--- src/rtl/ahb_pkg.sv ---
// Shared AHB-Lite encodings, slave index map and default-slave state type
// used by the response-stage multiplexer.
package ahb_pkg;

    localparam logic [1:0] HTRANS_IDLE   = 2'b00;
    localparam logic [1:0] HTRANS_BUSY   = 2'b01;
    localparam logic [1:0] HTRANS_NONSEQ = 2'b10;
    localparam logic [1:0] HTRANS_SEQ    = 2'b11;

    localparam logic HRESP_OKAY  = 1'b0;
    localparam logic HRESP_ERROR = 1'b1;

    localparam int SLV_RAMCODE    = 0;
    localparam int SLV_RAMDATA    = 1;
    localparam int SLV_WATERLIGHT = 2;
    localparam int SLV_UART       = 3;
    localparam int SLV_DMAC       = 4;
    localparam int SLV_DEF        = 5;
    localparam int NSLV           = 6;

    typedef enum logic [1:0] {
        DS_IDLE = 2'd0,
        DS_ERR1 = 2'd1,
        DS_ERR2 = 2'd2
    } def_state_t;

endpackage

--- src/rtl/ahblite_default_slave.sv ---
// Built-in default slave: answers unmapped NONSEQ/SEQ transfers with the
// two-cycle AHB ERROR response (wait+ERROR, then ready+ERROR).
module ahblite_default_slave
    import ahb_pkg::*;
#(
    parameter bit EN = 1'b1
) (
    input  logic HCLK,
    input  logic HRESET,
    input  logic HREADY,
    input  logic def_sel,
    output logic hreadyout,
    output logic hresp
);

    def_state_t state_reg;
    def_state_t state_next;

    always_ff @(posedge HCLK) begin
        if (HRESET) begin
            state_reg <= DS_IDLE;
        end else begin
            state_reg <= state_next;
        end
    end

    always_comb begin
        state_next = state_reg;
        hreadyout  = 1'b1;
        hresp      = HRESP_OKAY;
        case (state_reg)
            DS_IDLE: begin
                if (HREADY && def_sel && EN) begin
                    state_next = DS_ERR1;
                end
            end
            DS_ERR1: begin
                hreadyout  = 1'b0;
                hresp      = HRESP_ERROR;
                state_next = DS_ERR2;
            end
            DS_ERR2: begin
                // Second ERROR cycle completes the transfer, so a new
                // unmapped address may be accepted right here.
                hresp = HRESP_ERROR;
                if (HREADY && def_sel && EN) begin
                    state_next = DS_ERR1;
                end else begin
                    state_next = DS_IDLE;
                end
            end
            default: begin
                state_next = DS_IDLE;
            end
        endcase
    end

endmodule

--- src/rtl/ahblite_slave_mux.sv ---
// AHB-Lite response stage: registers the decoded select at the address phase
// and steers the owning slave's HRDATA/HREADYOUT/HRESP during the data phase.
module ahblite_slave_mux
    import ahb_pkg::*;
#(
    parameter bit          DEFAULT_SLV_en = 1'b1,
    parameter logic [31:0] DEFAULT_RDATA  = 32'h0000_0000
) (
    input  logic        HCLK,
    input  logic        HRESET,
    input  logic [1:0]  HTRANS,
    input  logic        RAMCODE_HSEL,
    input  logic        RAMDATA_HSEL,
    input  logic        WaterLight_HSEL,
    input  logic        UART_HSEL,
    input  logic        DMAC_HSEL,
    input  logic [31:0] HRDATA_RAMCODE,
    input  logic [31:0] HRDATA_RAMDATA,
    input  logic [31:0] HRDATA_WaterLight,
    input  logic [31:0] HRDATA_UART,
    input  logic [31:0] HRDATA_DMAC,
    input  logic        HREADYOUT_RAMCODE,
    input  logic        HREADYOUT_RAMDATA,
    input  logic        HREADYOUT_WaterLight,
    input  logic        HREADYOUT_UART,
    input  logic        HREADYOUT_DMAC,
    input  logic        HRESP_RAMCODE,
    input  logic        HRESP_RAMDATA,
    input  logic        HRESP_WaterLight,
    input  logic        HRESP_UART,
    input  logic        HRESP_DMAC,
    output logic [31:0] HRDATA,
    output logic        HREADY,
    output logic        HRESP
);

    localparam int NREAL = NSLV - 1;

    logic [NREAL-1:0] hsel_vec;
    logic [NREAL-1:0] rdy_vec;
    logic [NREAL-1:0] resp_vec;
    logic [31:0]      rdata_arr   [NREAL];
    logic [31:0]      rdata_masked[NREAL];
    logic [NSLV-1:0]  sel_reg;
    logic [NSLV-1:0]  sel_next;
    logic             trans_active;
    logic             def_sel;
    logic             def_hreadyout;
    logic             def_hresp;

    assign hsel_vec  = {DMAC_HSEL, UART_HSEL, WaterLight_HSEL, RAMDATA_HSEL, RAMCODE_HSEL};
    assign rdy_vec   = {HREADYOUT_DMAC, HREADYOUT_UART, HREADYOUT_WaterLight,
                        HREADYOUT_RAMDATA, HREADYOUT_RAMCODE};
    assign resp_vec  = {HRESP_DMAC, HRESP_UART, HRESP_WaterLight,
                        HRESP_RAMDATA, HRESP_RAMCODE};
    assign rdata_arr[SLV_RAMCODE]    = HRDATA_RAMCODE;
    assign rdata_arr[SLV_RAMDATA]    = HRDATA_RAMDATA;
    assign rdata_arr[SLV_WATERLIGHT] = HRDATA_WaterLight;
    assign rdata_arr[SLV_UART]       = HRDATA_UART;
    assign rdata_arr[SLV_DMAC]       = HRDATA_DMAC;

    assign trans_active = (HTRANS == HTRANS_NONSEQ) || (HTRANS == HTRANS_SEQ);
    assign def_sel      = trans_active && !(|hsel_vec);

    always_comb begin
        sel_next = sel_reg;
        if (HREADY) begin
            sel_next = '0;
            // Walk from lowest priority up so the highest-priority select wins.
            for (int i = NREAL - 1; i >= 0; i--) begin
                if (hsel_vec[i]) begin
                    sel_next    = '0;
                    sel_next[i] = 1'b1;
                end
            end
            if (def_sel) begin
                sel_next[SLV_DEF] = 1'b1;
            end
        end
    end

    always_ff @(posedge HCLK) begin
        if (HRESET) begin
            sel_reg <= '0;
        end else begin
            sel_reg <= sel_next;
        end
    end

    ahblite_default_slave #(
        .EN (DEFAULT_SLV_en)
    ) u_default_slave (
        .HCLK      (HCLK),
        .HRESET    (HRESET),
        .HREADY    (HREADY),
        .def_sel   (def_sel),
        .hreadyout (def_hreadyout),
        .hresp     (def_hresp)
    );

    // Gating each bus before the OR keeps unselected slaves out of HRDATA.
    generate
        for (genvar gi = 0; gi < NREAL; gi++) begin : g_rdata_gate
            assign rdata_masked[gi] = sel_reg[gi] ? rdata_arr[gi] : 32'h0;
        end
    endgenerate

    always_comb begin
        HRDATA = DEFAULT_RDATA;
        HREADY = 1'b1;
        HRESP  = HRESP_OKAY;
        if (sel_reg[SLV_DEF]) begin
            HREADY = def_hreadyout;
            HRESP  = def_hresp;
        end else if (|sel_reg[NREAL-1:0]) begin
            HRDATA = 32'h0;
            for (int i = 0; i < NREAL; i++) begin
                HRDATA = HRDATA | rdata_masked[i];
            end
            HREADY = |(sel_reg[NREAL-1:0] & rdy_vec);
            HRESP  = |(sel_reg[NREAL-1:0] & resp_vec);
        end
    end

endmodule

--- config.mk ---
export PLATFORM = sky130hd
export DESIGN_NAME = ahblite_slave_mux
export DESIGN_NICKNAME = d
export VERILOG_FILES = /design/src/rtl/ahb_pkg.sv /design/src/rtl/ahblite_default_slave.sv /design/src/rtl/ahblite_slave_mux.sv
export SDC_FILE = /design/constraint.sdc
export NUM_CORES = 1
export LEC_CHECK = 0
export ABC_AREA = 1
export BUFFER_PORTS_ARGS = -buffer_cell sky130_fd_sc_hd__clkbuf_2
export CORE_MARGIN = 5
export CORE_UTILIZATION = 30
export DETAILED_ROUTE_END_ITERATION = 6
export PLACE_DENSITY_LB_ADDON = 0.12
export SLEW_MARGIN = 20
export SYNTH_ARGS = -nofsm -noshare
export SYNTH_HDL_FRONTEND = slang
export SYNTH_SLANG_ARGS = --single-unit
--- constraint.sdc ---
create_clock -name HCLK -period 1.7 [get_ports HCLK]
set_clock_uncertainty 0.15 [all_clocks]
set_input_delay 0.34 -clock HCLK [delete_from_list [all_inputs] [get_ports HCLK]]
set_output_delay 0.34 -clock HCLK [all_outputs]
set_load 0.02 [all_outputs]
# After elaboration in Yosys (flattened, before gate mapping)
# Index checks and enable logic that the tools add are counted.
[classes]
addsub = 0
multipliers = 0
div = 0
magnitude_cmp = 0
eq_ne = 5
shifts = 0
n_mux = 22
bitwise = 6
n_reduce_logical = 10
[op_table]
columns = ["cell", "count"]
rows = [
  ["32-bit two-way mux", 7],
  ["32-bit bitwise OR", 4],
  ["6-bit two-way mux", 4],
  ["5-bit OR reduction", 4],
  ["5-bit bitwise AND", 2],
  ["1-bit two-way mux", 8],
  ["2-bit == test, second input constant", 3],
  ["2-bit case mux with 3 select lines", 1],
  ["5-bit two-way mux", 1],
  ["2-bit by 1-bit == test with 1-bit output, second input constant", 1],
  ["1-bit logical AND", 2],
  ["2-bit logical NOT", 1],
  ["2-bit two-way mux", 1],
  ["2-bit by 1-bit != test with 1-bit output, second input constant", 1],
  ["2-bit OR reduction", 1],
  ["1-bit logical NOT", 1],
  ["1-bit logical OR", 1],
]
[totals]
regBits = 8
latch_bits = 0
mem_bits_rw = 0
rom_bits = 0
inputBits = 179
output_inout_bits = 34
wordCells = 45
mem_count = 0

# Logic depth before layout (Yosys ltp)
[depth]
word_depth = 7
ltp_mapped = 10

# Cells and area by module
# From an unflattened synthesis, not the netlist that was laid out.
[hier_totals]
hier_cells = 310
hier_area_um2 = 1644.1
[by_module_without_submodules]
columns = ["mod", "n_inst", "cells_per_inst", "area_each_um2", "seq_area_each_um2"]
rows = [
  ["ahblite_slave_mux", 1, 288, 1471.4, 120.1],
  ["ahblite_default_slave", 1, 22, 172.7, 40.0],
]

# Worst setup path after synthesis
# OpenSTA, ideal clock, no wires.
[synth_path]
path_type = "register to output"
start = "register sel_reg[4]"
end = "output port HRDATA[11]"
arrival_ns = 1.208
t_required_ns = 1.210
path_slack_ns = 0.002
stages_incl_launch_ff = 7
n_path_buf = 2
path_cell_list = "dfxtp_1 -> buf_2 -> clkbuf_1 -> nand2_1 -> nand3_1 -> a221oi_1 -> nor2_1"
[synth_via]
elab_chain_cells = 4
word_cells_on_any_way = 5
classes_between = "mux (3); bitwise (1); reduce/logical (1)"
[synth_lines]
columns = ["item", "line_no", "rtl"]
rows = [
  ["start: declaration", "ahblite_slave_mux.sv:44", "logic [NSLV-1:0] sel_reg;"],
  ["start signal: assignment", "ahblite_slave_mux.sv:86", "sel_reg <= sel_next;"],
  ["32-bit two-way mux", "ahblite_slave_mux.sv:104", "assign rdata_masked[gi] = sel_reg[gi] ? rdata_arr[gi] : 32'h0;"],
  ["32-bit bitwise OR", "ahblite_slave_mux.sv:118", "HRDATA = HRDATA | rdata_masked[i];"],
  ["32-bit two-way mux *", "ahblite_slave_mux.sv:115", "end else if (|sel_reg[NREAL-1:0]) begin"],
  ["32-bit two-way mux *", "ahblite_slave_mux.sv:112", "if (sel_reg[SLV_DEF]) begin"],
  ["end: declaration", "ahblite_slave_mux.sv:32", "output logic [31:0] HRDATA,"],
]
# Every way passes the cells marked *; elsewhere a longest branch is shown, timed or not.

# Worst setup path after layout
[layout_path]
start = "register sel_reg[4]"
end = "output port HRDATA[6]"
# Same word-level chain as after synthesis.

==> impl.org <==
** Finish
- Fraction of final layout cells sized beyond drive strength 1 :: 0.680
- Post-layout util :: 0.709
- Final design area excluding fillers :: 0.00362 sq mm
- Area of the multi-input gates :: 0.00169 sq mm
- Nets :: 699
- The number of antenna diodes in the final layout is 0.
- Synth-to-Final Area Change :: 130%
- After filler insertion, the fill cell instance count of the layout stands at 434.
- Number of flip-flops in the largest register :: 6
- Across the whole layout, storage elements account for 184 sq um.

** Setup path
- WS Path Type :: reg2out
- R2R depth :: 11
- The slowest stage of the critical path belongs to the cell sky130_fd_sc_hd__dfxtp_4.
- Crit-path max FO :: 7
- Critical path buffer and inverter count :: 2
- In this run the critical register-to-register path is launched from sel_reg[0]$_SDFFE_PP0P_.
- STA classifies the critical path endpoint as an output port.
- Broken down by cell family, the worst path's largest delay share belongs to flip-flops.
- Crit path from :: sel_reg[4]$_SDFFE_PP0P_
- The setup check on the worst reg-to-reg path leaves a slack of 0.07 ns.
- Cells along the critical path :: clkbuf_16, nand2_1, nand3_1, a221oi_2, nor2_1, buf_4
- Arr. time, crit path :: 1.45 ns
- For the worst setup path, the data required time is 1.21 ns.
- The worst register-to-register path ends at sel_reg[5]$_SDFFE_PP0P_.
- Type of origin of the critical path :: register
- Largest stage delay, worst path :: 0.38 ns

** STA
- For the finished layout, the period the worst path requires is 1.94 ns.
- Hold Vio Cnt, Final :: 0
- In this run the tightest slew margin relative to its limit is 0.811.
- Hold timing on the final database bottoms out at a slack of 0.212 ns.
- Max Freq :: 516 MHz
- Setup violations remaining at the end of the flow were counted as 34.
- Dividing the final minimum period by the clock period gives 1.14.
- At the pin with the least slew margin, the transition time is 0.283 ns.
- After layout, the worst setup slack is -0.238 ns.
- Setup repair after global routing could not meet its margin everywhere.
- Final Max Tran Viols :: 0

** Place
- The count of buffers added on input and output ports is 211.
- Summed over all nets, the half-perimeter wirelength after detailed placement is 6.72 mm.
- DP Area :: 0.00278 sq mm
- Prior to clock tree synthesis, the placed netlist has a worst setup slack of -0.0236 ns.
- Routability-driven placement finished with a final weighted congestion of 0.825.

** Yosys
- Area of the mapped netlist :: 0.00158 sq mm
- Yosys warnings :: 0
- Of the synthesized area, sequential elements account for 0.102.
- Synth top area share :: 0.267
- Synthesis handed over a netlist of 291 instances.
- Synthesis instantiated 25 different standard cells from the library.
- Counting flops with an async set or reset pin after synthesis yields a share of 0.
- The biggest area contributor in the post-synthesis netlist is sky130_fd_sc_hd__nand2_1.
- Mapped Avg Cell Area :: 5.41 sq um
- Sorting the synthesized cells by area gives the leading types as sky130_fd_sc_hd__nand2_1, sky130_fd_sc_hd__a221oi_1, sky130_fd_sc_hd__nand3_1.
- The synthesized design contains 0 enable-type register cells.
- For this run, the leading register cell type out of synthesis is sky130_fd_sc_hd__dfxtp_1.
- Number of register bits inferred by synthesis :: 8
- When the netlist entered floorplanning its net count stood at 475.

** Clocking
- Hold_buf cts :: 0
- Buffers inserted during clock tree synthesis total 3.
- TritonCTS built the clock tree.
- Clk sink count :: 8
- Clock Path Buffers :: 2
- CTS built an H-tree with a depth of 1.
- Clock slew seen by the registers of the worst setup and hold paths :: 0.04 ns
- Clock root buffer :: sky130_fd_sc_hd__clkbuf_8
- The clock reaches the later pin of the worst-skew pair after 0.23 ns.

** Hold path
- Worst min path class :: in2reg
- Worst min-delay path endpoint :: sel_reg[1]$_SDFFE_PP0P_
- In this run the most critical hold path is launched from RAMDATA_HSEL.
- Number of stages on the worst hold path :: 3

** Global routing
- In the global route stage, met3 resource usage came out at 0.0423.
- The first global-routing pass estimated 12.3 mm of wire.
- For this run, global-route usage on met1 was measured as 0.271.
- GRT Overall Usage :: 0.232
- The via count of the first global-routing pass is 2662.
- Number of antenna violations at the first check in global routing :: 0
- Global route overflow :: 0
- met2 is the most crowded layer.
- Pin count of the biggest net entering global routing :: 21
- For this run, global-route usage on met2 was measured as 0.429.

** Routing
- In the routed layout, each cell is associated on average with a via count of 5.06.
- Iteration count of the initial detailed-routing pass :: 4
- After detailed routing, the number of remaining DRC violations is 0.
- Post-DRT Antenna Nets :: 0
- Vias :: 2951
- The final layout contains routed wiring with a total length of 9.94 mm.
- In the final routed layout, each cell accounts on average for 17.0 um.
- The detailed router finished its first iteration with 114 violations.

** Floorplanning
- For this configuration, the core starts out at a cell density of 0.308.
- The die is 82.5 um wide.
- After floorplanning, the core was divided into 26 placement rows.
- The die covers 0.00680 sq mm.
- From bottom edge to top edge, the die measures 82.5 um.
- Core outline area :: 0.00511 sq mm
- Boundary Pins :: 213

** Power
- Switching fraction of total power :: 0.506
- Power density cells :: 1510 mW/mm^2
- Overall power consumption after layout is estimated at 0.00545 W.
- IR analysis of the VDD net gives a maximum drop of 0.979 mV.
- Switching power total :: 0.00276 W
- Of the total power, registers draw 0.070.
- Combinational share of power :: 0.888
- For this design the static power due to leakage is 2.02 nW.
- Clock network fraction of total power :: 0.042
- Cell internal pwr :: 0.00269 W

** Job
- Across the run, the number of max-cap violations was 0.

** Outcome
- Violated checks :: negative setup slack
- Result of the run :: finished with violations
-- layout by cell type, fill, tap and decap left out, drive strengths merged --
| master | instances |
|---|---|
| a21oi | 8 |
| ha | 5 |
| clkbuf | 185 |
| nand4 | 1 |
| nand3 | 38 |
| buf | 61 |
| nand2 | 115 |
| inv | 8 |
| o21ai | 2 |
| nor3 | 1 |
| and3b | 1 |
| a221oi | 33 |
| nor2 | 47 |
| dfxtp | 8 |
-- power by group through the flow --
| stage | clock network, W | logic (W) | registers (W) |
|---|---|---|---|
| finish | 0.000228 | 0.00484 | 0.000382 |
| global route | 0.000246 | 0.00516 | 0.000397 |
| CTS | 0.000233 | 0.00397 | 0.000324 |
| detailed placement | 0 | 0.00341 | 0.000284 |
| global placement | 0 | 0.00338 | 0.000279 |
| floorplan | 0 | 0.00223 | 0.000253 |
-- cell type report --
class,instances,share of cell area
Timing Repair Buffer,243,0.437
Multi-Input combinational cell,251,0.467
Inverter,8,0.00898
Clock buffer,3,0.0114
Tap cell,70,0.0242
Sequential cell,8,0.0508
-- kinds of logic (layout without fill, tap and decap cells) --
logic type,Yosys count,count (layout),share of synthesized area
simple gates,203,203,0.548
compound gates,43,43,0.218
buf+inv,32,254,0.0929
flops,8,8,0.102
fa+ha+maj,5,5,0.0397
-- per-stage QoR --
step | instances | TNS, ns
global route | 583 | -5.68
detailed placement | 564 | -0.0236
global placement | 564 | 0
CTS | 573 | -3.09
finish | 583 | -3.50
floorplan | 291 | 0
-- synth_stat cells, types with 2 or more instances --
cell type / n
sky130_fd_sc_hd__nand3_2: 2
sky130_fd_sc_hd__nand2_2: 2
sky130_fd_sc_hd__inv_1: 6
sky130_fd_sc_hd__ha_1: 5
sky130_fd_sc_hd__dfxtp_1: 8
sky130_fd_sc_hd__buf_6: 2
sky130_fd_sc_hd__a221oi_1: 33
sky130_fd_sc_hd__nand3_1: 36
sky130_fd_sc_hd__a21oi_1: 7
sky130_fd_sc_hd__nor2_1: 44
sky130_fd_sc_hd__buf_2: 4
sky130_fd_sc_hd__clkbuf_1: 14
sky130_fd_sc_hd__nand2_1: 112
sky130_fd_sc_hd__o21ai_1: 2
sky130_fd_sc_hd__nor2_4: 2
sky130_fd_sc_hd__buf_1: 3
-- worst reg2reg max path: stages (launching register included) --
cell and delay, ns:
sky130_fd_sc_hd__dfxtp_4 0.38, sky130_fd_sc_hd__buf_12 0.15, sky130_fd_sc_hd__nor2_4 0.10, sky130_fd_sc_hd__nand3_2 0.07, sky130_fd_sc_hd__nand2_1 0.05, sky130_fd_sc_hd__inv_1 0.04
sky130_fd_sc_hd__nand2_2 0.10, sky130_fd_sc_hd__buf_6 0.11, sky130_fd_sc_hd__buf_6 0.09, sky130_fd_sc_hd__nand3_4 0.09, sky130_fd_sc_hd__buf_6 0.13, sky130_fd_sc_hd__a21oi_1 0.10
-- repair_timing --
item / in CTS / in global routing
pin swaps: 4 / 17
hold endpoints to repair: 0 / 0
cloned: 4 / 4
endpoints found under the setup margin: 34 / 36
buffers inserted: 2 / 8
resized for setup: 72 / 111
-- worst max path at each step --
stage | depth (start not counted) | slack, ns | end
floorplan | 6 | 0.002 | HRDATA[11]
global placement | 6 | 0.03 | HRESP
detailed placement | 6 | -0.02 | HRESP
CTS | 6 | -0.15 | HRESP
global route | 6 | -0.28 | HRDATA[6]
finish | 6 | -0.24 | HRDATA[6]
-- layer usage --
layer | vias to the layer above | share of wire
met5 | - | 0
met4 | 0 | 0.023
met3 | 26 | 0.088
met2 | 146 | 0.52
met1 | 1336 | 0.37
li1 | 1443 | -
Note: power is estimated with default switching activity, not from simulation.
